File: config.mk
export PLATFORM = sky130hd
export DESIGN_NAME = ram_port_arbiter
export DESIGN_NICKNAME = d
export VERILOG_FILES = /design/src/rtl/ram_port_arbiter.sv
export SDC_FILE = /design/constraint.sdc
export NUM_CORES = 1
export LEC_CHECK = 0
export ABC_CLOCK_PERIOD_IN_PS = 2200
export CAP_MARGIN = 15
export CORE_UTILIZATION = 42
export DETAILED_ROUTE_END_ITERATION = 16
export PLACE_DENSITY_LB_ADDON = 0.25
export SETUP_SLACK_MARGIN = 0.02
export SLEW_MARGIN = 30
export SYNTH_ARGS = -nofsm -noshare
export SYNTH_HDL_FRONTEND = slang
export SYNTH_SLANG_ARGS = --single-unit
File: constraint.sdc
create_clock -name clk_i -period 2.2 [get_ports clk_i]
set_input_delay 0.33 -clock clk_i [delete_from_list [all_inputs] [get_ports clk_i]]
set_output_delay 0.33 -clock clk_i [all_outputs]
set_load 0.1 [all_outputs]
File: src/rtl/ram_port_arbiter.sv
// ram_port_arbiter
//   Shares one single-ported RAM between the IF-stage fetch port and the MEM-stage load/store
//   port. Each access holds ram_enable for MEM_LATENCY cycles with the request fields latched,
//   then returns read data and pulses the requester's valid. MEM wins arbitration unless IF has
//   waited through STARVE_LIMIT consecutive MEM grants.
// Ports
//   clk_i, rst_ni               clock (rising edge), asynchronous active-low reset
//   if_req_i, if_addr_i         fetch request/address, held until if_valid_o
//   if_gnt_o, if_valid_o        fetch started / fetch done (one-cycle pulses)
//   if_rdata_o                  last fetched word
//   mem_req_i .. mem_wdata_i    load/store request and its controls
//   mem_gnt_o, mem_valid_o      data access started / done (one-cycle pulses)
//   mem_rdata_o                 last load data
//   ram_*_o, ram_rdata_i        RAM interface
//   stall_if_o, stall_mem_o     per-stage stalls while an access is outstanding
module ram_port_arbiter #(
  parameter int unsigned MEM_LATENCY  = 2,
  parameter int unsigned ADDR_W       = 9,
  parameter int unsigned STARVE_LIMIT = 4
) (
  input  logic              clk_i,
  input  logic              rst_ni,
  input  logic              if_req_i,
  input  logic [ADDR_W-1:0] if_addr_i,
  output logic              if_gnt_o,
  output logic              if_valid_o,
  output logic [31:0]       if_rdata_o,
  input  logic              mem_req_i,
  input  logic              mem_rw_i,
  input  logic [1:0]        mem_size_i,
  input  logic              mem_se_i,
  input  logic [ADDR_W-1:0] mem_addr_i,
  input  logic [31:0]       mem_wdata_i,
  output logic              mem_gnt_o,
  output logic              mem_valid_o,
  output logic [31:0]       mem_rdata_o,
  output logic              ram_enable_o,
  output logic              ram_rw_o,
  output logic [1:0]        ram_size_o,
  output logic              ram_se_o,
  output logic [ADDR_W-1:0] ram_addr_o,
  output logic [31:0]       ram_wdata_o,
  input  logic [31:0]       ram_rdata_i,
  output logic              stall_if_o,
  output logic              stall_mem_o
);

  localparam int unsigned LatW    = $clog2(MEM_LATENCY + 1);
  localparam int unsigned StarveW = $clog2(STARVE_LIMIT + 1);
  localparam logic [LatW-1:0]    LatInit   = LatW'(MEM_LATENCY);
  localparam logic [StarveW-1:0] StarveMax = StarveW'(STARVE_LIMIT);

  typedef enum logic [1:0] {StIdle, StBusyIf, StBusyMem} state_e;

  state_e              state_q;
  logic [LatW-1:0]     lat_cnt_q;
  logic [StarveW-1:0]  starve_q;
  logic                ram_enable_q, ram_rw_q, ram_se_q;
  logic [1:0]          ram_size_q;
  logic [ADDR_W-1:0]   ram_addr_q;
  logic [31:0]         ram_wdata_q;
  logic                if_gnt_q, if_valid_q, mem_gnt_q, mem_valid_q;
  logic [31:0]         if_rdata_q, mem_rdata_q;

  logic if_elig, mem_elig, grant_mem, grant_if;

  // A requester is not eligible in its valid cycle, so a still-asserted req is not re-granted
  // before the stage has consumed the result.
  always_comb begin
    if_elig   = if_req_i & ~if_valid_q;
    mem_elig  = mem_req_i & ~mem_valid_q;
    grant_mem = (state_q == StIdle) & mem_elig & (~if_elig | (starve_q < StarveMax));
    grant_if  = (state_q == StIdle) & ~grant_mem & if_elig;
  end

  always_ff @(posedge clk_i or negedge rst_ni) begin
    if (!rst_ni) begin
      state_q      <= StIdle;
      lat_cnt_q    <= '0;
      starve_q     <= '0;
      ram_enable_q <= 1'b0;
      ram_rw_q     <= 1'b0;
      ram_size_q   <= 2'b00;
      ram_se_q     <= 1'b0;
      ram_addr_q   <= '0;
      ram_wdata_q  <= '0;
      if_gnt_q     <= 1'b0;
      if_valid_q   <= 1'b0;
      mem_gnt_q    <= 1'b0;
      mem_valid_q  <= 1'b0;
      if_rdata_q   <= '0;
      mem_rdata_q  <= '0;
    end else begin
      if_gnt_q    <= 1'b0;
      mem_gnt_q   <= 1'b0;
      if_valid_q  <= 1'b0;
      mem_valid_q <= 1'b0;
      unique case (state_q)
        StIdle: begin
          if (grant_mem) begin
            state_q      <= StBusyMem;
            mem_gnt_q    <= 1'b1;
            ram_enable_q <= 1'b1;
            ram_rw_q     <= mem_rw_i;
            ram_size_q   <= mem_size_i;
            ram_se_q     <= mem_se_i;
            ram_addr_q   <= mem_addr_i;
            ram_wdata_q  <= mem_wdata_i;
            lat_cnt_q    <= LatInit;
            // Count only grants that made a waiting fetch wait longer.
            if (!if_req_i) begin
              starve_q <= '0;
            end else if (starve_q != StarveMax) begin
              starve_q <= starve_q + 1'b1;
            end
          end else if (grant_if) begin
            state_q      <= StBusyIf;
            if_gnt_q     <= 1'b1;
            ram_enable_q <= 1'b1;
            ram_rw_q     <= 1'b0;
            ram_size_q   <= 2'b10;
            ram_se_q     <= 1'b0;
            ram_addr_q   <= if_addr_i;
            ram_wdata_q  <= '0;
            lat_cnt_q    <= LatInit;
            starve_q     <= '0;
          end
        end
        StBusyIf, StBusyMem: begin
          lat_cnt_q <= lat_cnt_q - 1'b1;
          if (lat_cnt_q == LatW'(1)) begin
            ram_enable_q <= 1'b0;
            ram_rw_q     <= 1'b0;
            state_q      <= StIdle;
            if (state_q == StBusyIf) begin
              if_rdata_q <= ram_rdata_i;
              if_valid_q <= 1'b1;
            end else begin
              mem_valid_q <= 1'b1;
              // Stores leave the last load data untouched.
              if (!ram_rw_q) mem_rdata_q <= ram_rdata_i;
            end
          end
        end
        default: state_q <= StIdle;
      endcase
    end
  end

  always_comb begin
    if_gnt_o     = if_gnt_q;
    if_valid_o   = if_valid_q;
    if_rdata_o   = if_rdata_q;
    mem_gnt_o    = mem_gnt_q;
    mem_valid_o  = mem_valid_q;
    mem_rdata_o  = mem_rdata_q;
    ram_enable_o = ram_enable_q;
    ram_rw_o     = ram_rw_q;
    ram_size_o   = ram_size_q;
    ram_se_o     = ram_se_q;
    ram_addr_o   = ram_addr_q;
    ram_wdata_o  = ram_wdata_q;
    // Stalls are gated by reset so the pipeline is free while the arbiter is held.
    stall_if_o   = rst_ni & if_req_i & ~if_valid_q;
    stall_mem_o  = rst_ni & mem_req_i & ~mem_valid_q;
  end

endmodule

==> results.md <==
* Nets@finish at approximately 640
* Hold Path Class: in2async
* Async set or reset register ratio after synthesis at 1.00
* Worst-skew pair later-pin latency at 0.41 ns
* Clock buffer depth at 2
* I/O pins at a little over 200
* CTS tree: yes
* Worst Setup Start Kind: input port
* Metal-1 WL at around 4600 µm
* IO buf count at 205
* DR iter-0 viols at ~140
* Final min period at about 1.9 ns
* First-pass GRT wire length at approximately 18000 µm
* Via count at about 3500
* Cell Area, Synth at 4750 µm²
* Vias in the first global route at 3620
* Area grow syn2layout at 55.1%
* Post-CTS sizing at 0
* CP Capture Type: primary output
* Worst EP arrival at roughly 1.6 ns
* Post-route ant nets at 0
* Number of flops mapped to enable cells by yosys at 0
* Post-synth top flop: dfrtp_1
* Syn_area_per_cell at around 14 µm²
* Worst Slack Setup Final at ~0.3 ns
* Largest net degree at the start of global routing at 121
* Slew Limit Fails at 0
* Library cells used by synthesis at 37
* All-Layer GR Usage at 0.206
* RSZ-0062 raised after global routing: no
* Clk sinks at about 120
* Max stage delay on crit path at roughly 0.57 ns
* Die X at about 110 µm
* Register area share after synthesis at 0.637
* DR WL/cell at around 17 µm
* Initial Utilization at 0.435
* Status: complete, no violations
* TNS Setup at 0 ns
* Post-Place Cells at between 600 and 700
* Fraction of the cycle the final worst path needs at 0.860
* Clk slew on worst S/H paths at around 0.050 ns
* Clock Skew at 0.00980 ns
* Commonest non-fill, non-tap cell in the layout: dfrtp_1
* Crit path buffers/inverters at 2
* Crit-path slowest cell: clkdlybuf4s50_1
* Max Used Layer: met4
* Gpl congestion at about 0.75
* N_diodes at 0
* Crit path cell chain: clkdlybuf4s50_1, and2b_1, and2_2, buf_12
* Num rows at 38
* First-pass DRT Iterations at 4
* Flop2flop setup slack at a little over 0.3 ns
* Total gr overflow at 0
* Die Ht at 108 µm
* CTS Buf Count at 17
* Metal3 WL at around 630 µm
* FMAX at 528 MHz
* Final Hold Viols at 0
* Layout cell share with drive strength beyond 1 at 0.402
* Core area at 10900 µm²
* Endpoints failing setup at 0
* Crit path max-delay family: buffers and inverters
* Number of synthesized register bits at 121
* Final core utilization at 0.674
* Req. time, crit path at 1.87 ns
* Synthesized Nets at between 400 and 500
* Leading cell types in the layout, fill and taps excluded: dfrtp_1, buf_4, clkdlybuf4s50_1
* Initial antenna violation count at 0
* Post-route insts no fill at between 600 and 700
* H-tree depth at 4
* Yosys warnings at 0
* Die ar. at around 12000 µm²
* Total Wirelength at 11700 µm
* Via-to-Cell Ratio at 5.03
* Post-place setup slack at 0.283 ns
* Post-DP HPWL at between 8000 and 9000 µm
* CTS Root Cell: clkbuf_16
* Met2 WL at between 5000 and 6000 µm
* Slew margin rel. at 0.588
* Number of max-cap violations at 0
* Crit-path max FO at 6
* Gate Count Post-Synth at 330
* Worst Tran Pin Value at just over 0.6 ns
* Crit path kind: in2out
* Remaining DRCs at 0
==> state kept, by name, indices dropped and copies added (netlist names), 2 cells and up <==
name         cells
if_rdata_o      32
lat_cnt_q        2
mem_rdata_o     32
ram_addr_o       9
ram_size_o       2
ram_wdata_o     32
starve_q         3
state_q          2
==> repair_timing <==
| action | 4_1_cts | 5_1_grt |
|---|---|---|
| endpoints found under the hold margin | 1 | 0 |
| setup buffers | 0 | 0 |
| hold buffers | 1 | 0 |
==> layer usage <==
layer / up-vias / GRT usage
met4: 0 / 0.118
met3: 31 / 0.0651
met5: - / 0
li1: 1617 / -
met1: 1737 / 0.247
met2: 118 / 0.327
==> final cells by class <==
| type | instances | area [µm²] |
|---|---|---|
| Clock buffer | 24 | 502 |
| Clock inverter | 7 | 138 |
| Fill cell | 846 | 3560 |
| Inverter | 8 | 32.5 |
| Multi-Input combinational cell | 183 | 1570 |
| Sequential cell | 121 | 3030 |
| Tap cell | 140 | 175 |
| Timing Repair Buffer | 214 | 1930 |
==> through the flow <==
stage | instance area, µm² | hold WS (ns)
finish | 7370 | 0.317
global route | 7370 | 0.312
CTS | 7370 | 0.297
detailed placement | 6720 | 0.142
global placement | 6720 | 0.142
floorplan | 4750 | 0.0344
==> cell usage after synthesis (all sizes together), types with 2 or more instances <==
master / count / area share
and2b: 2 / 0.0034
a21oi: 20 / 0.021
nand3b: 2 / 0.0039
inv: 8 / 0.0068
ha: 6 / 0.016
a22o: 36 / 0.066
buf: 17 / 0.028
o21ai: 2 / 0.0021
mux2: 64 / 0.15
o211ai: 3 / 0.0047
nand2b: 2 / 0.0026
a32o: 2 / 0.0042
nand3: 2 / 0.0047
dfrtp: 121 / 0.64
nand2: 18 / 0.014
and2: 2 / 0.0026
nor2: 11 / 0.0087
==> worst paths after layout <==
check / endpoint / depth (start not counted) / from
max reg2reg: mem_rdata_o[16]$_DFFE_PN0P_ / 6 / state_q[0]$_DFFE_PN0P_
max in group asynchronous: state_q[0]$_DFFE_PN0P_ / 3 / rst_ni
min reg2reg: mem_rdata_o[22]$_DFFE_PN0P_ / 1 / mem_rdata_o[22]$_DFFE_PN0P_
max: stall_if_o / 4 / if_req_i
min in group clk_i: ram_addr_o[4]$_DFFE_PN0P_ / 3 / if_addr_i[4]
min: starve_q[0]$_DFFE_PN0P_ / 2 / rst_ni
==> kinds of logic after synthesis <==
| logic type | after synthesis | share of synthesized area |
|---|---|---|
| AO/OA/AOI/OAI | 70 | 0.111 |
| adder cells (fa/ha/maj) | 6 | 0.0158 |
| buffers and inverters | 26 | 0.0361 |
| flip-flops | 121 | 0.637 |
| multiplexers | 65 | 0.154 |
| AND/OR/NAND/NOR | 42 | 0.0466 |
Power is not shown: default switching activity piles up to over one toggle a cycle in this logic, so the estimate is an artifact.
